## src/rtl/vga_timing_gen_param.sv

```systemverilog
// rtl/vga_timing_gen_param.sv - parametrised VGA timing generator with pixel enable, sync polarity and frame counter
// (hc,vc) hold the next position to present; every output is a registered decode of that pair.
module vga_timing_gen_param #(
   parameter int H_ACTIVE = 640,
   parameter int H_FP     = 16,
   parameter int H_SYNC   = 96,
   parameter int H_BP     = 48,
   parameter int V_ACTIVE = 480,
   parameter int V_FP     = 10,
   parameter int V_SYNC   = 2,
   parameter int V_BP     = 33,
   parameter int HS_POL   = 0,
   parameter int VS_POL   = 0,
   parameter int CW       = 10,
   parameter int FRAME_W  = 8
) (
   input  logic               clk,
   input  logic               rst,
   input  logic               pix_en,
   output logic               hs,
   output logic               vs,
   output logic [CW-1:0]      x,
   output logic [CW-1:0]      y,
   output logic               active,
   output logic               line_start,
   output logic               frame_start,
   output logic [FRAME_W-1:0] frame_cnt
);

   localparam int H_TOTAL = H_ACTIVE + H_FP + H_SYNC + H_BP;
   localparam int V_TOTAL = V_ACTIVE + V_FP + V_SYNC + V_BP;
   localparam int MAX_TOTAL = (H_TOTAL > V_TOTAL) ? H_TOTAL : V_TOTAL;

   if (H_ACTIVE < 1 || H_FP < 1 || H_SYNC < 1 || H_BP < 1 ||
       V_ACTIVE < 1 || V_FP < 1 || V_SYNC < 1 || V_BP < 1 ||
       (64'd1 << CW) <= 64'(MAX_TOTAL - 1)) begin : g_param_check
      $error("vga_timing_gen_param: illegal timing parameters");
   end

   localparam logic [CW-1:0] H_ACT_C  = CW'(H_ACTIVE);
   localparam logic [CW-1:0] V_ACT_C  = CW'(V_ACTIVE);
   localparam logic [CW-1:0] HS_START = CW'(H_ACTIVE + H_FP);
   localparam logic [CW-1:0] HS_END   = CW'(H_ACTIVE + H_FP + H_SYNC);
   localparam logic [CW-1:0] VS_START = CW'(V_ACTIVE + V_FP);
   localparam logic [CW-1:0] VS_END   = CW'(V_ACTIVE + V_FP + V_SYNC);
   localparam logic [CW-1:0] H_LAST   = CW'(H_TOTAL - 1);
   localparam logic [CW-1:0] V_LAST   = CW'(V_TOTAL - 1);
   localparam logic          HS_ON    = (HS_POL != 0);
   localparam logic          VS_ON    = (VS_POL != 0);

   logic [CW-1:0]      hc_q, hc_d;
   logic [CW-1:0]      vc_q, vc_d;
   logic [CW-1:0]      x_q, x_d;
   logic [CW-1:0]      y_q, y_d;
   logic               hs_q, hs_d;
   logic               vs_q, vs_d;
   logic               act_q, act_d;
   logic               ls_q, ls_d;
   logic               fs_q, fs_d;
   logic [FRAME_W-1:0] fcnt_q, fcnt_d;

   logic h_sync_win;
   logic v_sync_win;

   assign h_sync_win = (hc_q >= HS_START) && (hc_q < HS_END);
   assign v_sync_win = (vc_q >= VS_START) && (vc_q < VS_END);

   always_comb begin
      hc_d   = hc_q;
      vc_d   = vc_q;
      x_d    = x_q;
      y_d    = y_q;
      hs_d   = hs_q;
      vs_d   = vs_q;
      act_d  = act_q;
      fcnt_d = fcnt_q;
      // strobes drop on every non-tick clock so they stay one clk wide
      ls_d   = 1'b0;
      fs_d   = 1'b0;
      if (pix_en) begin
         x_d   = hc_q;
         y_d   = vc_q;
         act_d = (hc_q < H_ACT_C) && (vc_q < V_ACT_C);
         hs_d  = h_sync_win ? HS_ON : ~HS_ON;
         vs_d  = v_sync_win ? VS_ON : ~VS_ON;
         ls_d  = (hc_q == '0);
         fs_d  = (hc_q == '0) && (vc_q == '0);
         if (hc_q == H_LAST) begin
            hc_d = '0;
            if (vc_q == V_LAST) begin
               vc_d   = '0;
               fcnt_d = fcnt_q + FRAME_W'(1);
            end else begin
               vc_d = vc_q + CW'(1);
            end
         end else begin
            hc_d = hc_q + CW'(1);
         end
      end
   end

   always_ff @(posedge clk) begin
      if (rst) begin
         hc_q   <= '0;
         vc_q   <= '0;
         x_q    <= '0;
         y_q    <= '0;
         hs_q   <= ~HS_ON;
         vs_q   <= ~VS_ON;
         act_q  <= 1'b0;
         ls_q   <= 1'b0;
         fs_q   <= 1'b0;
         fcnt_q <= '0;
      end else begin
         hc_q   <= hc_d;
         vc_q   <= vc_d;
         x_q    <= x_d;
         y_q    <= y_d;
         hs_q   <= hs_d;
         vs_q   <= vs_d;
         act_q  <= act_d;
         ls_q   <= ls_d;
         fs_q   <= fs_d;
         fcnt_q <= fcnt_d;
      end
   end

   assign hs          = hs_q;
   assign vs          = vs_q;
   assign x           = x_q;
   assign y           = y_q;
   assign active      = act_q;
   assign line_start  = ls_q;
   assign frame_start = fs_q;
   assign frame_cnt   = fcnt_q;

endmodule

```

## config.mk

```make
export PLATFORM = sky130hd
export DESIGN_NAME = vga_timing_gen_param
export DESIGN_NICKNAME = d
export VERILOG_FILES = /design/src/rtl/vga_timing_gen_param.sv
export SDC_FILE = /design/constraint.sdc
export NUM_CORES = 1
export LEC_CHECK = 0
export CAP_MARGIN = 20
export CELL_PAD_IN_SITES_DETAIL_PLACEMENT = 0
export CELL_PAD_IN_SITES_GLOBAL_PLACEMENT = 1
export CORE_MARGIN = 2
export CORE_UTILIZATION = 40
export DETAILED_ROUTE_END_ITERATION = 16
export PLACE_DENSITY_LB_ADDON = 0.05
export SETUP_SLACK_MARGIN = 0.02
export SYNTH_ARGS = -nofsm -noshare
export SYNTH_HDL_FRONTEND = slang
export SYNTH_SLANG_ARGS = --single-unit
```

## constraint.sdc

```tcl
create_clock -name clk -period 3 [get_ports clk]
set_input_delay 0.45 -clock clk [delete_from_list [all_inputs] [get_ports clk]]
set_output_delay 0.45 -clock clk [all_outputs]
set_load 0.01 [all_outputs]
```

==> impl_metrics.py <==
metrics = {
    "run_status": {
        "outcome": "finished clean",
    },
    "yosys": {
        "syn_area_per_cell_um2": 9.09,
        "synth.distinct_cells": 37,
        "synth.cell_area_um2": 2360,
        "synth-xor-area-share_pct": 3.71,
        "synth_cells": 260,
        "yosys_warnings": 0,
        "synth-seq-cells": 53,
        "seq_area_frac_synth_pct": 44.9,
        "synthMuxAreaShare_pct": 8.95,
        "synth_compound_area_share_pct": 8.74,
        "synthSimpleGateAreaFrac_pct": 25.5,
        "synth_top_area_cell": "dfxtp_1",
        "synth_top_family_by_area": "simple AND/OR/NAND/NOR gates",
        "yosys.area.top_type_share_pct": 44.9,
        "syn-num-nets": 269,
        "synth_fa_ha_area_share_pct": 3.18,
        "synth_area_leaders": "dfxtp_1, mux2i_1, nor2_1",
    },
    "pwr": {
        "p_int_w": 0.00101,
        "ir_drop_mv": 0.249,
        "clockPowerShare_pct": 39.4,
        "power_frac_seq_pct": 56.1,
        "combPwrFrac_pct": 4.5,
        "p_leak_nw": 1.03,
        "p_sw_w": 0.000266,
        "p_sw_share_pct": 20.9,
        "p_per_area_nw_per_um2": 445,
    },
    "sta": {
        "max_freq_mhz": 429,
        "maxSlewViolCount": 0,
        "relSlewSlack_pct": 64.5,
        "fin_ws_ns": 0.667,
        "rsz0062_at_grt": "no",
        "finalHoldViolations": 0,
        "hold_slack_ns": 0.477,
        "fin_crit_sh_pct": 77.8,
        "setup_viol": 0,
        "post-route-min-period_ns": 2.33,
        "skew_ns": 0.00791,
        "tns_ns": 0,
        "worstMarginPinSlew_ns": 0.531,
    },
    "global_route": {
        "grt_pass1_vias": 1762,
        "grt_overflow": 0,
        "grt_max_degree": 34,
        "grt_antenna_before_repair": 0,
        "grtUsageTotal_pct": 16.7,
        "grt_pass1_wl_um": 8570,
    },
    "clocking": {
        "cts_tree": "done",
        "clkSinkCount": 53,
        "path_clk_slew_ns": 0.09,
        "post_cts_buffers": 0,
        "hold_buffers": 0,
        "cts_root_buf": "clkbuf_8",
        "cts_buffers": 5,
        "cts_resized": 0,
        "htreeDepth": 2,
        "clk_latency_ns": 0.30,
        "cts_buffer_depth": 2,
    },
    "setup_path": {
        "worst_path_max_delay_cell": "or3_4",
        "cp_max_fo": 24,
        "crit_path_start_kind": "flip-flop",
        "worst_path_dominant_cell_family": "simple AND/OR/NAND/NOR gates",
        "cp_data_required_time_ns": 3.19,
        "critPathKind": "flip-flop to flip-flop",
        "endpoint_kind": "flip-flop",
        "cpPeakStageDelay_ns": 0.59,
        "crit_buf_inv": 0,
        "worstPathArrival_ns": 2.53,
        "crit_chain": "ha_1 -> nand4_2 -> or3_4 -> nor4_1 -> mux2_2",
    },
    "floorplan": {
        "placementRows": 27,
        "dieArea_um2": 6540,
        "core_um2": 5610,
        "fp.dieW_um": 80.9,
        "die_h_um": 80.9,
        "ios": 36,
        "start_util_pct": 42.1,
    },
    "place": {
        "placed_cell_area_um2": 2750,
        "gp_congestion": 0.752,
        "dp.cells": 354,
        "io_buffers": 35,
        "dp_hpwl_um": 3400,
        "dp_slack_ns": 0.376,
    },
    "layout": {
        "area.sequential_um2": 1060,
        "syn_to_final_growth_pct": 21.2,
        "final_cell_mix": "dfxtp_1, clkdlybuf4s50_1, nor2_1, mux2i_1, a21oi_1",
        "drive_gt1_share_pct": 5.52,
        "fillers": 559,
        "post-route-cell-area_um2": 2860,
        "final_common_cell": "dfxtp_1",
        "finalNonFillerCells": 362,
        "layout.nets": 298,
        "multi_input_area_um2": 1180,
        "antenna_cells": 0,
    },
    "routing": {
        "via_per_inst": 5.24,
        "drt-total-wl_um": 5020,
        "dr_total_vias": 1897,
        "wire_per_inst_um": 13.9,
        "drc_errors": 0,
        "drtIter0Drc": 91,
        "drtAntennaViolNets": 0,
        "first_pass_iters": 4,
    },
    "flow_run": {
        "cap_violations": 0,
    },
    "min_path": {
        "hold_path.class": "flip-flop to flip-flop",
    },
}
worst min-delay path, cell delays in order, from the launching register on:
cell	delay [ns]
dfxtp_1	0.32
nand2b_1	0.06
a21oi_1	0.06
area by class of cell:
type	instances	share of cell area, %
Inverter	7	0.917
Clock buffer	7	3.01
Tap cell	72	3.15
Clock inverter	1	1.05
Timing Repair Buffer	40	13.5
Multi-Input combinational cell	182	41.3
Sequential cell	53	37.0
registers in the layout (all words and copies together), names as in the netlist, 8 cells and up:
signal	cells
hc_q	10
frame_cnt	8
y	10
x	10
vc_q	10
per-stage QoR:
stage / util, % / total power (W)
after detailed placement: 49.0 / 0.000789
after global routing: 51.1 / 0.00132
final: 51.1 / 0.00127
after global placement: 49.0 / 0.000788
after CTS: 51.1 / 0.00129
after floorplan: - / 0.000767
path summary, 6_finish.rpt:
path / cells past startpoint / slack [ns] / to / startpoint
setup / recovery: 5 / 0.67 / frame_cnt[7] / hc_q[0]
hold / removal: 2 / 0.48 / active / active
setup reg to reg: 5 / 0.67 / frame_cnt[7] / hc_q[0]
hold reg to reg: 2 / 0.48 / active / active
power groups by stage:
stage / combinational [W] / clock (W) / sequential (W)
2_1_floorplan: 0.0000360 / 0 / 0.000731
3_3_place_gp: 0.0000579 / 0 / 0.000730
3_5_place_dp: 0.0000586 / 0 / 0.000731
4_1_cts: 0.0000586 / 0.000518 / 0.000714
5_1_grt: 0.0000637 / 0.000544 / 0.000715
6_report: 0.0000574 / 0.000502 / 0.000714
layer usage:
layer / wire length (um) / track usage (%) / share of wire [%] / vias to the layer above
li1: - / - / - / 982
met1: 2690 / 24.1 / 53 / 876
met2: 2120 / 24.5 / 42 / 34
met3: 166 / 3.78 / 3.3 / 5
met4: 48 / 5.08 / 0.96 / 0
met5: 0 / 0 / 0 / -
kinds of logic (layout without fill, tap and decap cells):
kind of cell / count (synthesis) / after routing
flops: 53 / 53
compound gates: 36 / 36
mux: 21 / 21
simple gates: 109 / 109
buf+inv: 25 / 55
fa+ha+maj: 6 / 6
xor+xnor: 10 / 10
synthesized netlist by cell type:
| cell | instances |
|---|---|
| nor3_1 | 7 |
| xnor2_1 | 4 |
| nand3_1 | 14 |
| or4_1 | 9 |
| dfxtp_1 | 53 |
| or2_1 | 1 |
| nand3b_1 | 1 |
| a21o_1 | 1 |
| nand4_2 | 1 |
| xor2_1 | 6 |
| or3_1 | 5 |
| or2_2 | 1 |
| a21oi_1 | 18 |
| o31ai_1 | 8 |
| clkbuf_1 | 8 |
| ha_1 | 6 |
| buf_2 | 2 |
| nor2_1 | 28 |
| buf_6 | 2 |
| and2_1 | 1 |
| nand4_1 | 6 |
| and4_1 | 1 |
| nor4_1 | 4 |
| o21ai_0 | 8 |
| and3_1 | 6 |
| buf_4 | 2 |
| nand2_1 | 10 |
| nor4b_1 | 4 |
| or3_4 | 1 |
| nand4b_1 | 2 |
| mux2_2 | 1 |
| buf_1 | 4 |
| inv_1 | 7 |
| o32ai_1 | 1 |
| nand2b_1 | 5 |
| mux2i_1 | 20 |
| nor2b_1 | 2 |
(Power assumes the default switching activity.)
==> edit 1 (config.mk and constraints unchanged) <==
Add an input register stage for `pix_en`, cleared by the reset; this delays it by one clock.
--- a/src/rtl/vga_timing_gen_param.sv
+++ b/src/rtl/vga_timing_gen_param.sv
@@ -31,4 +31,14 @@
    localparam int V_TOTAL = V_ACTIVE + V_FP + V_SYNC + V_BP;
    localparam int MAX_TOTAL = (H_TOTAL > V_TOTAL) ? H_TOTAL : V_TOTAL;
+
+   logic pix_en_q;
+
+   always_ff @(posedge clk) begin
+      if (rst) begin
+         pix_en_q <= '0;
+      end else begin
+         pix_en_q <= pix_en;
+      end
+   end
 
    if (H_ACTIVE < 1 || H_FP < 1 || H_SYNC < 1 || H_BP < 1 ||
@@ -78,5 +88,5 @@
       ls_d   = 1'b0;
       fs_d   = 1'b0;
-      if (pix_en) begin
+      if (pix_en_q) begin
          x_d   = hc_q;
          y_d   = vc_q;
Function: changed (a bounded check fails within 4 cycles, from zero or initial values and one cycle with rst high).
==> edit 1 against the unedited design <==
- synthesized area is 4.8% higher
- worst setup slack better by 78 ps
- largest power group unchanged
- non-clock buffer count fell by 1
- utilization down 1.3 points
- first-iteration DRC count rose by 40%
- power is 0.35% lower
- final area rose by 3.5%
- critical path type unchanged
- wire length rose by 9.1%
- sequential share of layout area shrank 0.59 points
- sequential cell count grew 1
- clock power about the same
==> edit 1: results (changes against the unedited design) <==
WL/cell = 14.5 um (+4.5%)
Netlist cell types = 40 (+8.1%)
sequential share of the synthesized area = 43.7% (-1.2 points)
outcome = complete, no violations
FILL cells = 607 (+8.6%)
row cnt = 28 (+3.7%)
fraction of layout instances using a drive strength above 1 = 5.28% (-0.24 points)
Flop pwr share = 57.1% (+1.0 points)
largest net degree at the start of global routing = 55 (+62%)
fin util = 49.8% (-1.3 points)
Post-Synth XOR/XNOR Area = 2.83% (-0.88 points)
via count = 2032 (+7.1%)
synth top area cells = dfxtp_1 (44%), mux2i_1 (8.5%), a21oi_1 (4.2%)
clock-cell share of area = 3.80% (-0.27 points)
met2 usage = 24.6% (+0.051 points)
Final Skew = 8.18 ps (+0.273 ps)
worst slew pin tran = 884 ps (+354 ps)
hpwl dp = 3650 um (+7.5%)
overall routing resource usage = 17.2% (+0.59 points)
number of DRC markers in iteration 0 = 127 (+40%)
mux cell area share after synthesis = 8.49% (-0.46 points)
clk sinks = 54 (+1.9%)
post-synth top area share = 43.7% (-1.2 points)
Power Density = 428 mW/mm^2 (-3.8%)
clkbuf count = 6 (-1)
M1 GR Usage = 25.8% (+1.7 points)
# nets final = 312 (+4.7%)
Final Instance Count excl. Fillers = 378 (+4.4%)
global routing usage on met3 = 3.70% (-0.082 points)
area post-placement = 0.00285 sq mm (+3.8%)
syn nets = 286 (+6.3%)
Signal buf overhead = 12.7% (-0.88 points)
Pre-antenna DRT Iters = 6 (+2)
met3 WL = 165 um (-0.60%)
vias in the first global route = 1818 (+3.2%)
met1 wire length = 3010 um (+12%)
pre-CTS WS = 774 ps (+398 ps)
-- edit 1: changes by cell type after synthesis, sizes merged, moves of 3 or more --
| cell | change |
|---|---|
| a21oi | +3 |
| buf | -7 |
| nand2 | +3 |
| clkbuf | +9 |
| nor3 | +3 |
| nor2 | -3 |
-- edit 1: cell families (layout without fill, tap and decap cells) --
group           count (synthesis)  count (layout)
compound gates                 47              47
xor+xnor                        8               8
fa+ha+maj                       6               6
buf+inv                        28              54
flops                          54              54
mux                            21              21
simple gates                  113             113
-- edit 1: path summary, 6_finish.rpt --
kind,start,to,slack (ps),cells past startpoint
worst min-delay path,rst,line_start$_SDFF_PP0_,450,4
worst min register to register,frame_cnt[7]$_SDFFE_PP0P_,frame_cnt[7]$_SDFFE_PP0P_,490,2
worst max register to register,hc_q[5]$_SDFFE_PP0P_,vc_q[6]$_SDFFE_PP0P_,750,4
worst max-delay path,hc_q[5]$_SDFFE_PP0P_,vc_q[6]$_SDFFE_PP0P_,750,4
==> edit 2 (same settings) <==
Without the edit above. The parameter `VS_POL` goes from 0 to 1.
--- a/src/rtl/vga_timing_gen_param.sv
+++ b/src/rtl/vga_timing_gen_param.sv
@@ -11,5 +11,5 @@
    parameter int V_BP     = 33,
    parameter int HS_POL   = 0,
-   parameter int VS_POL   = 0,
+   parameter int VS_POL   = 1,
    parameter int CW       = 10,
    parameter int FRAME_W  = 8
Behaviour: not the same (Yosys sat finds a counterexample within 4 cycles, from zero or initial values and one cycle with rst high).
==> edit 2 against the unedited design <==
- global-route usage decreased by 0.35 points
- wire length increased by 8.8%
- critical path depth unchanged
- sequential cell count unchanged
- final area increased by 1.3%
- worst setup slack improved by 120 ps
- synthesized area increased by 5.2%
- power decreased by 7.3%
- highest routed layer unchanged
==> edit 2: results (changes against the unedited design) <==
core area = 0.00596 sq mm (+6.2%)
synth top area cells = dfxtp_1 (43%), mux2i_1 (9.7%), nor2_1 (5.0%)
Hold Path End = frame_cnt[7]$_SDFFE_PP0P_
number of DRC markers in iteration 0 = 73 (-20%)
vias in the first global route = 1867 (+6.0%)
leakage power = 1.03 nW (-0.38%)
pre-CTS WS = 509 ps (+134 ps)
Worst Path Arrival = 2460 ps (-70 ps)
outcome = complete, no violations
fraction of layout instances using a drive strength above 1 = 6.62% (+1.1 points)
syn nets = 273 (+1.5%)
via count = 1976 (+4.2%)
slowest stage delay, CP = 550 ps (-40 ps)
Slew Limit Headroom = 58.7% (-5.8 points)
Worst Hold Launch = frame_cnt[7]$_SDFFE_PP0P_
Max IR drop VDD = 0.000215 V (-13%)
FILL cells = 598 (+7.0%)
hpwl dp = 3600 um (+6.0%)
Internal = 0.916 mW (-9.1%)
Hold WS = 485 ps (+8.45 ps)
CP max FO = 18 (-25%)
WL/cell = 15.1 um (+8.8%)
worst r2r src = hc_q[1]$_SDFFE_PP0P_
Netlist cell types = 47 (+27%)
Final Skew = 9.11 ps (+1.20 ps)
Synth top cells by count = dfxtp_1 (53), nor2_1 (33), mux2i_1 (24), a21oi_1 (16), nand3_1 (16)
[edit 2: changes by cell type in the layout (fill, tap and decap cells not counted), moves of 3 or more]
cell     before  now
o21ai_0       8    2
nor2_1       28   33
and4_1        1    5
mux2i_1      20   24
or3_1         5    1
nand4_1       6    3
nor4b_1       4    1
[edit 2: power groups by stage]
stage,logic [mW],clock network (mW),registers (mW)
2_1_floorplan,0.0341,0,0.730
3_3_place_gp,0.0561,0,0.729
3_5_place_dp,0.0561,0,0.730
4_1_cts,0.0561,0.431,0.713
5_1_grt,0.0607,0.447,0.714
6_report,0.0549,0.412,0.713
[edit 2: worst max-delay path by stage]
stage	to	slack, ps	cells after the start
after floorplan	vc_q[8]$_SDFFE_PP0P_	1290	6
after global placement	frame_start$_SDFF_PP0_	510	6
after detailed placement	frame_start$_SDFF_PP0_	510	6
after CTS	frame_cnt[7]$_SDFFE_PP0P_	780	5
after global routing	frame_cnt[7]$_SDFFE_PP0P_	630	6
final	frame_cnt[7]$_SDFFE_PP0P_	790	5
[edit 2: area by class of cell]
cell class              count  area [sq um]  share of cell area (%)
clock buffers               7          86.3                    2.98
inverters                   6          22.5                   0.777
multi-input cells         183          1260                    43.6
flip-flops and latches     53          1060                    36.6
well taps                  75          93.8                    3.24
repair buffers             38           373                    12.9
[edit 2: metal layers]
metal,vias to the layer above,share of wire [%],routed length [um]
li1,997,-,-
met1,932,52,2820
met2,37,43,2350
met3,10,3.3,180
met4,0,1.9,105
met5,-,0,0
[edit 2: stage by stage]
step                power, mW  instance area (sq um)  utilization (%)  cells
floorplan               0.765                   2480                -    264
global placement        0.786                   2810             47.2    355
detailed placement      0.786                   2810             47.2    355
CTS                      1.20                   2900             48.7    362
global route             1.22                   2900             48.7    362
finish                   1.18                   2900             48.7    362
[edit 2: tightest hold or removal path, delay by kind of cell (launching register included)]
family,cells,cell delay [ps]
flip-flops,1,330
AO/OA/AOI/OAI,2,120
[edit 2: cells by family after synthesis]
logic type	share of synthesized area, %
AOI/OAI and AO/OA	8.71
xor gates and xnor gates	3.52
adders and majority gates	3.02
buffers and inverters	6.44
DFF	42.7
muxes	9.67
and+or+nand+nor	25.9
